<file path="src/rtl/fetch_prefetch_queue.sv">
// Instruction-fetch prefetch queue: issues reads to a variable-latency
// instruction memory and buffers returned words ahead of decode.
//
// Ports:
//   clk, reset          clock; asynchronous active-high reset
//   memReq, memAddr     open read transaction and its address
//   memValid, memData   completes the open transaction / returned word
//   stall               decode is not consuming the head entry
//   redirect, redirectPC  taken branch: flush queue, refetch from new PC
//   instrValid, instr   head entry present / head word (0 when empty)
//   pcPlus4             head address + 4 (0 when empty)
//   count               number of occupied queue entries

module fetch_prefetch_queue #(
    parameter int unsigned DEPTH    = 4,
    parameter logic [31:0] RESET_PC = 32'h0040_0000
) (
    input  logic                     clk,
    input  logic                     reset,
    output logic                     memReq,
    output logic [31:0]              memAddr,
    input  logic                     memValid,
    input  logic [31:0]              memData,
    input  logic                     stall,
    input  logic                     redirect,
    input  logic [31:0]              redirectPC,
    output logic                     instrValid,
    output logic [31:0]              instr,
    output logic [31:0]              pcPlus4,
    output logic [$clog2(DEPTH):0]   count
);

    localparam int unsigned AW = $clog2(DEPTH);
    localparam int unsigned CW = AW + 1;
    localparam logic [CW-1:0] DEPTH_C = CW'(DEPTH);

    typedef enum logic [1:0] {
        IDLE    = 2'd0,
        WAIT    = 2'd1,
        DISCARD = 2'd2
    } state_e;

    state_e         state_q, state_d;
    logic [31:0]    next_pc_q, next_pc_d;
    logic [31:0]    req_addr_q, req_addr_d;
    logic [AW-1:0]  rd_ptr_q, rd_ptr_d;
    logic [AW-1:0]  wr_ptr_q, wr_ptr_d;
    logic [CW-1:0]  count_q, count_d;

    logic [31:0]    fifo_instr_q [DEPTH];
    logic [31:0]    fifo_addr_q  [DEPTH];

    logic           complete;
    logic           enq;
    logic           deq;
    logic [CW-1:0]  count_nf;
    logic           space;
    logic           issue;

    assign memReq     = (state_q == WAIT) || (state_q == DISCARD);
    assign memAddr    = req_addr_q;
    assign instrValid = (count_q != '0);
    assign count      = count_q;

    assign complete = memReq & memValid;

    // A redirect flushes the queue, so it wins over both queue ports.
    assign enq = (state_q == WAIT) & complete & ~redirect;
    assign deq = instrValid & ~stall & ~redirect;

    // Occupancy after this cycle's queue traffic, ignoring a flush.
    // A new request is only opened when its word is guaranteed a slot.
    assign count_nf = count_q + CW'(enq) - CW'(deq);
    assign space    = (count_nf < DEPTH_C);

    assign instr   = instrValid ? fifo_instr_q[rd_ptr_q] : 32'd0;
    assign pcPlus4 = instrValid ? (fifo_addr_q[rd_ptr_q] + 32'd4) : 32'd0;

    always_comb begin
        state_d    = state_q;
        next_pc_d  = next_pc_q;
        req_addr_d = req_addr_q;
        issue      = 1'b0;

        unique case (state_q)
            IDLE: begin
                if (redirect) begin
                    next_pc_d = redirectPC;
                end else if (space) begin
                    issue = 1'b1;
                end
            end
            WAIT: begin
                if (redirect) begin
                    next_pc_d = redirectPC;
                    // An uncompleted request cannot be cancelled; its
                    // response is swallowed in DISCARD instead.
                    state_d   = complete ? IDLE : DISCARD;
                end else if (complete) begin
                    if (space) begin
                        issue = 1'b1;
                    end else begin
                        state_d = IDLE;
                    end
                end
            end
            DISCARD: begin
                if (redirect) begin
                    next_pc_d = redirectPC;
                end
                if (complete) begin
                    state_d = IDLE;
                end
            end
            default: begin
                state_d = IDLE;
            end
        endcase

        if (issue) begin
            req_addr_d = next_pc_q;
            next_pc_d  = next_pc_q + 32'd4;
            state_d    = WAIT;
        end
    end

    always_comb begin
        rd_ptr_d = rd_ptr_q + AW'(deq);
        wr_ptr_d = wr_ptr_q + AW'(enq);
        count_d  = count_nf;
        if (redirect) begin
            rd_ptr_d = '0;
            wr_ptr_d = '0;
            count_d  = '0;
        end
    end

    always_ff @(posedge clk or posedge reset) begin
        if (reset) begin
            state_q    <= IDLE;
            next_pc_q  <= RESET_PC;
            req_addr_q <= 32'd0;
            rd_ptr_q   <= '0;
            wr_ptr_q   <= '0;
            count_q    <= '0;
        end else begin
            state_q    <= state_d;
            next_pc_q  <= next_pc_d;
            req_addr_q <= req_addr_d;
            rd_ptr_q   <= rd_ptr_d;
            wr_ptr_q   <= wr_ptr_d;
            count_q    <= count_d;
        end
    end

    // Storage needs no reset: entries are only visible through count_q.
    always_ff @(posedge clk) begin
        if (enq) begin
            fifo_instr_q[wr_ptr_q] <= memData;
            fifo_addr_q[wr_ptr_q]  <= req_addr_q;
        end
    end

endmodule
</file>
<file path="config.mk">
export PLATFORM = sky130hd
export DESIGN_NAME = fetch_prefetch_queue
export DESIGN_NICKNAME = d
export VERILOG_FILES = /design/src/rtl/fetch_prefetch_queue.sv
export SDC_FILE = /design/constraint.sdc
export NUM_CORES = 1
export LEC_CHECK = 0
export ABC_CLOCK_PERIOD_IN_PS = 6900
export CORE_UTILIZATION = 36
export CTS_BUF_LIST = sky130_fd_sc_hd__clkbuf_8
export DETAILED_ROUTE_END_ITERATION = 8
export PLACE_DENSITY = 0.63
export SKIP_LAST_GASP = 1
export SYNTH_ARGS = -nofsm -noshare
export SYNTH_HDL_FRONTEND = slang
export SYNTH_SLANG_ARGS = --single-unit
export TNS_END_PERCENT = 30
</file>
<file path="constraint.sdc">
create_clock -name clk -period 6.9 [get_ports clk]
set_input_delay 0.69 -clock clk [delete_from_list [all_inputs] [get_ports clk]]
set_output_delay 0.69 -clock clk [all_outputs]
set_load 0.005 [all_outputs]
</file>
==> flow_summary.ini, run 1 <==
[setup_path]
critPathLaunch = rd_ptr_q[0]
reg2reg_from = state_q[1]
r2r_slack_ps = 3100
critPathLaunchType = register
critPathKind = register to primary output
r2r_cells = 14
rr_endpoint = next_pc_q[29]
cp-end-kind = primary output
crit_end = pcPlus4[26]
critical_path_arrival_ps = 4310
path_max_fanout = 40
required_ps = 6210

[logic_synthesis]
yosysUniqueCellTypes = 53
ys_ff_latch = 329
syn-cell-area_mm2 = 0.0140
syn_inst = 937
yosys_warnings = 0
synth-seq-area-share = 0.679
synth_fp_nets = 1016
syn_avg_cell_area_um2 = 14.9

[drt]
vias = 8632
drt-total-wl_um = 32400
drt_iter0_markers = 541
route.detailed.drc = 0
wl_per_cell_um = 19.3
post_drt_via_cell_ratio = 5.14
ant_nets = 0
firstDrtPassIters = 5

[clock_tree]
cts_resized = 0
post-cts-setup-buffers = 0
worstSkewPairLatency_ps = 640
cts_hold_buf = 0
cts.sinks = 329
cts_root_buffer = clkbuf_8
cts_max_path_buffers = 3
numCtsBuffers = 54
cts_tree = done
path_clk_slew_ps = 60
ctsHtreeMaxLevel = 2

[final_layout]
syn_to_final_growth_pct = 23.5
final_nets = 1202
multi_input_area_mm2 = 0.00422
seqCellArea_mm2 = 0.00952
finalInstanceArea_mm2 = 0.0173
nFillCells = 3392
drive_above_1_share = 0.137

[sta]
hold_viol = 0
min_period_ps = 5000
tns_ps = 0
final-setup-viol-count = 0
fin_worst_skew_ps = 37.9
setup_slack_ps = 1900
rsz0062_at_grt = no
slew_headroom = 0.302
holdWs_ps = 474
worst_slew_pin_slew_ps = 1050
final-max-slew-violation-count = 0
post-route-period-util = 0.724
max_freq_mhz = 200

[global_routing]
gr-total-overflow = 0
track_usage = 0.165
grt_pass1_vias = 8638
grt_pass1_wl_um = 49400
grt_max_degree = 82
antenna_found_initial = 0

[placed_design]
dp_slack_ps = 2210
place_congestion = 0.887
dp_hpwl_um = 20200
io_buffers = 169
dpl_cell_area_mm2 = 0.0162

[power]
power.leakage_uw = 0.00598
power_density_mw_per_mm2 = 383
design_power_total_uw = 6630
peakVddDrop_mv = 0.216

[die]
start_util = 0.369
ios = 170
rows = 71
die_h_um = 199
die_w_um = 199
die-area_mm2 = 0.0397
core_mm2 = 0.0379

[worst_hold_path]
hp-class = register to register

[flow_run]
max-cap-violations = 0

[status]
status = finished, final reports clean
==> cell usage after synthesis (all sizes together) <==
library cell | instances | area [um^2]
a21o | 1 | 7.51
a21oi | 44 | 220
a22o | 2 | 17.5
a22oi | 1 | 7.51
a2bb2oi | 10 | 87.6
a31oi | 5 | 31.3
a41o | 1 | 10.0
and2 | 39 | 244
and3 | 11 | 68.8
and4 | 5 | 43.8
buf | 15 | 111
clkbuf | 38 | 144
dfrtp | 72 | 1800
dfstp | 1 | 26.3
edfxtp | 256 | 7690
fa | 1 | 20.0
ha | 9 | 113
inv | 11 | 41.3
mux2i | 7 | 70.1
mux4 | 64 | 1480
nand2 | 143 | 537
nand2b | 2 | 12.5
nand3 | 35 | 200
nand4 | 14 | 87.6
nand4b | 2 | 17.5
nor2 | 23 | 86.3
nor2b | 6 | 37.5
nor3 | 12 | 60.1
nor3b | 1 | 7.51
nor4 | 6 | 37.5
nor4b | 1 | 8.76
o21ai | 33 | 165
o21ba | 1 | 10.0
o21bai | 1 | 7.51
o22a | 1 | 8.76
o22ai | 13 | 81.3
o311ai | 3 | 26.3
o31a | 5 | 43.8
o31ai | 8 | 60.1
or2 | 5 | 31.3
or3 | 9 | 61.3
or4 | 7 | 52.6
xnor2 | 10 | 87.6
xor2 | 2 | 17.5
xor3 | 1 | 23.8
==> layout by cell type, fill, tap and decap left out, types with 14 or more instances in the layout <==
master           netlist  final
clkbuf_8               0     56
edfxtp_1             256    256
o21ai_0               33     33
nor2_1                23     22
mux4_2                53     53
buf_4                  2     14
a21oi_1               44     44
dfrtp_1               72     70
inv_1                 11     23
nand3_1               33     33
and2_1                39     39
nand2_1              143    143
clkdlybuf4s50_1        0    169
nand4_1               14     14
==> worst min path at each step <==
stage | from | slack (ps) | endpoint | depth (start not counted)
4_1_cts | next_pc_q[0] | 480 | memAddr[0] | 2
3_3_place_gp | next_pc_q[0] | 470 | memAddr[0] | 2
6_report | next_pc_q[0] | 470 | memAddr[0] | 2
2_1_floorplan | next_pc_q[0] | 440 | memAddr[0] | 2
3_5_place_dp | next_pc_q[0] | 470 | memAddr[0] | 2
5_1_grt | next_pc_q[1] | 510 | next_pc_q[1] | 2
==> cells by family (layout without fill, tap and decap cells) <==
| family | after synthesis | in the layout | synth area share |
|---|---|---|---|
| buffers and inverters | 64 | 293 | 0.0212 |
| xor gates and xnor gates | 13 | 13 | 0.00920 |
| muxes | 71 | 71 | 0.111 |
| adders and majority gates | 10 | 10 | 0.00947 |
| AOI/OAI and AO/OA | 129 | 129 | 0.0560 |
| and+or+nand+nor | 321 | 321 | 0.114 |
| other | 0 | 1 | 0 |
| DFF | 329 | 329 | 0.679 |
==> critical path: stages (launching register included) <==
cell and delay (ps):
dfrtp_4 960, buf_4 590, mux4_2 360, and4_1 240, nand3_1 180, or4_1 550
a21oi_1 180, clkdlybuf4s50_1 570
==> report_power, final <==
part	switching, uW	internal (uW)	total, uW
Clock	775	910	1680
Sequential	359	2510	2870
Combinational	1040	1040	2070
Total	2170	4460	6630
==> per-stage QoR <==
step | instances | util
after global routing | 1677 | 0.456
after detailed placement | 1578 | 0.428
final | 1678 | 0.456
after global placement | 1578 | 0.428
after CTS | 1677 | 0.456
after floorplan | 937 | -
==> per-layer routing <==
| layer | vias to the layer above | track usage | wire length, um |
|---|---|---|---|
| li1 | 4001 | - | - |
| met1 | 4310 | 0.229 | 14800 |
| met2 | 263 | 0.252 | 14600 |
| met3 | 58 | 0.0383 | 2150 |
| met4 | 0 | 0.0618 | 849 |
| met5 | - | 0 | 0 |
==> flip-flops by register name, summed over array words and instances (netlist names) <==
signal        count
fifo_addr_q     128
fifo_instr_q    128
memAddr          32
next_pc_q        32
count             3
rd_ptr_q          2
state_q           2
wr_ptr_q          2
==> cell type report <==
cell class,instances,area share
well taps,511,0.0370
clock inverters,43,0.0174
flip-flops and latches,329,0.551
inverters,11,0.00239
clock buffers,56,0.0446
diodes,1,0.000145
multi-input cells,544,0.244
repair buffers,183,0.104
Power figures use the tool's default switching activity.
==> inputs of run 2 (changes only) <==
--- a/config.mk
+++ b/config.mk
@@ -5,7 +5,7 @@
 export SDC_FILE = /design/constraint.sdc
 export NUM_CORES = 1
 export LEC_CHECK = 0
-export ABC_CLOCK_PERIOD_IN_PS = 6900
+export ABC_CLOCK_PERIOD_IN_PS = 5200
 export CORE_UTILIZATION = 36
 export CTS_BUF_LIST = sky130_fd_sc_hd__clkbuf_8
 export DETAILED_ROUTE_END_ITERATION = 8
==> constraint.sdc (replaced) <==
create_clock -name clk -period 5.2 [get_ports clk]
set_input_delay 0.52 -clock clk [delete_from_list [all_inputs] [get_ports clk]]
set_output_delay 0.52 -clock clk [all_outputs]
set_load 0.005 [all_outputs]
==> run 2 against run 1 <==
Register-to-register slack lost 1500 ps. Final area about the same. First-iteration DRC count rose by 9.8%. Largest cell class unchanged.
==> flow_summary.ini, run 2 (synthesis results as in run 1) <==
[drt]
vias = 8600
wl_met2_um = 14600
firstDrtPassIters = 5
highest_layer = met4
route.detailed.drc = 0
ant_nets = 0
wl_met3_um = 1970
post_drt_via_cell_ratio = 5.12
drt-total-wl_um = 32100
wl_met1_um = 14700
drt_iter0_markers = 594
wl_per_cell_um = 19.1

[setup_path]
critical_path_arrival_ps = 4100
r2r_slack_ps = 1590
reg2reg_from = state_q[1]
required_ps = 4680
r2r_cells = 13
rr_endpoint = next_pc_q[24]
max_stage_delay_ps = 770
critPathLaunchType = register
cp_num_buf_inv = 2
critPathKind = register to primary output
crit_chain = buf_4, mux4_2, and3_1, nand3_1, or4_1, a21oi_1, clkdlybuf4s50_1
crit_family = buffers and inverters
path_max_fanout = 38
cp-end-kind = primary output
slowest_stage = dfrtp_4

[flow_run]
max-cap-violations = 0

[sta]
slew_headroom = 0.316
min_period_ps = 4620
max_freq_mhz = 217
final-setup-viol-count = 0
worst_slew_pin_slew_ps = 1030
hold_viol = 0
fin_worst_skew_ps = 40.5
final-max-slew-violation-count = 0
post-route-period-util = 0.888
holdWs_ps = 430
rsz0062_at_grt = no

[clock_tree]
numCtsBuffers = 54
ctsHtreeMaxLevel = 2
cts_max_path_buffers = 3
cts_tree = done
cts_root_buffer = clkbuf_8
worstSkewPairLatency_ps = 610
cts.sinks = 329
post-cts-setup-buffers = 0
path_clk_slew_ps = 60
cts_resized = 0
cts_hold_buf = 0

[global_routing]
gr-total-overflow = 0
grt_pass1_vias = 8595
grt_max_degree = 82
track_usage = 0.164
grt_pass1_wl_um = 49400
antenna_found_initial = 0

[placed_design]
dp_hpwl_um = 20300
io_buffers = 169
place_congestion = 0.852
dp_cells = 1580

[power]
power.leakage_uw = 0.00596
peakVddDrop_mv = 0.274
design_power_total_uw = 8730
power_density_mw_per_mm2 = 505

[final_layout]
postLayoutCoreUtil = 0.456
nFillCells = 3394
final_cells = 1679
syn_to_final_growth_pct = 23.5
drive_above_1_share = 0.136
final_nets = 1204
layout_commonest_cell = edfxtp_1
reg_top3 = fifo_addr_q x128, fifo_instr_q x128
layout_common_cells = edfxtp_1, clkdlybuf4s50_1, nand2_1, dfrtp_1, clkbuf_8
n_antenna_cell = 0

[status]
status = finished, final reports clean

[die]
die_h_um = 199
ios = 170
start_util = 0.369
core_mm2 = 0.0379
die-area_mm2 = 0.0397
die_w_um = 199
rows = 71

[worst_hold_path]
hp-class = primary input to asynchronous set/reset pin
run 2: cell count changes in the layout (fill, tap and decap cells not counted), moves of 2 or more:
cell | before | now
buf_12 | 0 | 2
clkbuf_8 | 56 | 54
clkinv_2 | 11 | 8
clkinvlp_4 | 0 | 4
inv_1 | 23 | 26
inv_8 | 2 | 0
run 2: cell type report:
type | instances | area, um^2 | share of cell area
clock buffers | 54 | 743 | 0.0430
clock inverters | 45 | 290 | 0.0168
inverters | 11 | 41.3 | 0.00239
multi-input cells | 544 | 4230 | 0.244
flip-flops and latches | 329 | 9520 | 0.550
well taps | 511 | 639 | 0.0370
repair buffers | 185 | 1840 | 0.106
run 2: per-stage QoR:
stage	setup slack [ps]	cell area [um^2]	setup TNS, ps
final	584	17300	0
after global routing	204	17300	0
after CTS	409	17300	0
after detailed placement	1080	16300	0
after global placement	1090	16300	0
after floorplan	-745	14000	-47660
run 2: metal layers:
layer / global-route usage / up-vias
met5: 0 / -
met4: 0.0570 / 0
met3: 0.0319 / 58
met2: 0.253 / 257
met1: 0.232 / 4293
li1: - / 3992
run 2: worst max path at each step:
stage / from / slack (ps) / endpoint / cells after the start
floorplan: redirect / -740 / fifo_addr_q[0][0] / 4
global placement: rd_ptr_q[0] / 1090 / pcPlus4[29] / 7
detailed placement: redirect / 1080 / next_pc_q[24] / 12
CTS: rd_ptr_q[0] / 410 / pcPlus4[29] / 7
global route: rd_ptr_q[0] / 200 / pcPlus4[29] / 7
finish: rd_ptr_q[0] / 580 / pcPlus4[27] / 7
run 2: report_power, final:
part	switching [uW]	leakage, uW	total (uW)	internal (uW)
Sequential	469	0.00320	3800	3330
Combinational	1380	0.00218	2770	1390
Clock	1030	0.000578	2160	1130
Total	2880	0.00596	8730	5850
==> inputs of run 3 (changes only) <==
--- a/config.mk
+++ b/config.mk
@@ -10,6 +10,7 @@
 export CTS_BUF_LIST = sky130_fd_sc_hd__clkbuf_8
 export DETAILED_ROUTE_END_ITERATION = 8
 export PLACE_DENSITY = 0.63
+export RECOVER_POWER = 25
 export SKIP_LAST_GASP = 1
 export SYNTH_ARGS = -nofsm -noshare
 export SYNTH_HDL_FRONTEND = slang
==> run 3 against run 2 <==
Sequential power hardly changed. Clock power hardly changed. Largest cell class unchanged. Via count is 0.23% lower. Die area stayed put. Clock skew is 1.3 ps lower. Sequential share of layout area stayed put. Utilization stayed put. Count of clock-buffer cells in the layout stayed put. Highest routed layer unchanged. Setup slack hardly changed. Routed wire length is 0.11% lower.
==> flow_summary.ini, run 3 (synthesis results as in run 1) <==
[global_routing]
antenna_found_initial = 0
grt_pass1_wl_um = 49400
grt_pass1_vias = 8595
grt_max_degree = 82
track_usage = 0.164
gr-total-overflow = 0

[power]
power_density_mw_per_mm2 = 504
design_power_total_uw = 8720
peakVddDrop_mv = 0.273
power.leakage_uw = 0.00597

[clock_tree]
ctsHtreeMaxLevel = 2
cts_hold_buf = 0
cts_root_buffer = clkbuf_8
post-cts-setup-buffers = 0
worstSkewPairLatency_ps = 610
path_clk_slew_ps = 60
cts_tree = done
cts.sinks = 329
cts_resized = 0
numCtsBuffers = 54
cts_max_path_buffers = 3

[setup_path]
required_ps = 4680
rr_endpoint = next_pc_q[24]
r2r_slack_ps = 1590
r2r_cells = 13
cp-end-kind = primary output
critical_path_arrival_ps = 4100
path_max_fanout = 38
critPathLaunchType = register
reg2reg_from = state_q[1]
critPathKind = register to primary output

[die]
die_h_um = 199
start_util = 0.369
die_w_um = 199
core_mm2 = 0.0379
ios = 170
rows = 71
die-area_mm2 = 0.0397

[drt]
post_drt_via_cell_ratio = 5.11
drt-total-wl_um = 32000
drt_iter0_markers = 597
vias = 8580
firstDrtPassIters = 5
ant_nets = 0
route.detailed.drc = 0
wl_per_cell_um = 19.1

[sta]
max_freq_mhz = 217
fin_worst_skew_ps = 39.3
worst_slew_pin_slew_ps = 1020
final-max-slew-violation-count = 0
rsz0062_at_grt = no
hold_viol = 0
slew_headroom = 0.323
final-setup-viol-count = 0
post-route-period-util = 0.888
tns_ps = 0
min_period_ps = 4620
holdWs_ps = 429

[placed_design]
dp_cells = 1580
dpl_cell_area_mm2 = 0.0163
dp_hpwl_um = 20300
place_congestion = 0.852
io_buffers = 169

[worst_hold_path]
hp-class = primary input to asynchronous set/reset pin

[status]
status = finished, final reports clean

[flow_run]
max-cap-violations = 0

[final_layout]
drive_above_1_share = 0.136
reg_top3 = fifo_addr_q x128, fifo_instr_q x128
nFillCells = 3394
finalInstanceArea_mm2 = 0.0173
final_nets = 1204
syn_to_final_growth_pct = 23.5
layout_commonest_cell = edfxtp_1
layout_common_cells = edfxtp_1, nand2_1, clkdlybuf4s50_1, dfrtp_1, clkbuf_8
n_antenna_cell = 0
final_cells = 1679
[run 3: cell types whose count changed in the layout (fill, tap and decap cells not counted), sizes merged]
cell,previous run,this run
dlygate4sd3,0,32
clkdlybuf4s50,169,137
[run 3: per-layer routing]
layer / part of all wire / wire length, um / GRT usage
met1: 0.46 / 14700 / 0.232
met2: 0.46 / 14600 / 0.253
met3: 0.060 / 1940 / 0.0319
met4: 0.024 / 785 / 0.0570
met5: 0 / 0 / 0
[run 3: worst max-delay path: stages, from the launching register on]
cell and delay (ps):
dfrtp_4 770, buf_4 730, mux4_2 390, and3_1 170
nand3_1 160, or4_1 530, a21oi_1 160, clkdlybuf4s50_1 550
[run 3: cell type report]
type	count	area, um^2	share of cell area
well taps	511	639	0.0370
multi-input cells	544	4230	0.244
clock buffers	54	743	0.0430
repair buffers	185	1840	0.106
clock inverters	45	290	0.0168
inverters	11	41.3	0.00239
flip-flops and latches	329	9520	0.550
[run 3: how the worst max path moves through the flow]
stage	startpoint	to	cells past startpoint
detailed placement	redirect	next_pc_q[24]	12
CTS	rd_ptr_q[0]	pcPlus4[29]	7
global route	rd_ptr_q[0]	pcPlus4[29]	7
floorplan	redirect	fifo_addr_q[0][0]	4
finish	rd_ptr_q[0]	pcPlus4[27]	7
global placement	rd_ptr_q[0]	pcPlus4[29]	7
[run 3: stage by stage]
step / setup WS [ps] / util
after global routing: 204 / 0.456
after detailed placement: 1080 / 0.429
after CTS: 409 / 0.456
final: 584 / 0.456
after global placement: 1090 / 0.429
after floorplan: -745 / -
[run 3: report_power, final]
group          internal, uW  switching [uW]  total, uW  leakage (uW)
Clock                  1130            1030       2160      0.000578
Combinational          1380            1380       2760       0.00219
Sequential             3330             470       3800       0.00320
Total                  5850            2880       8720       0.00597
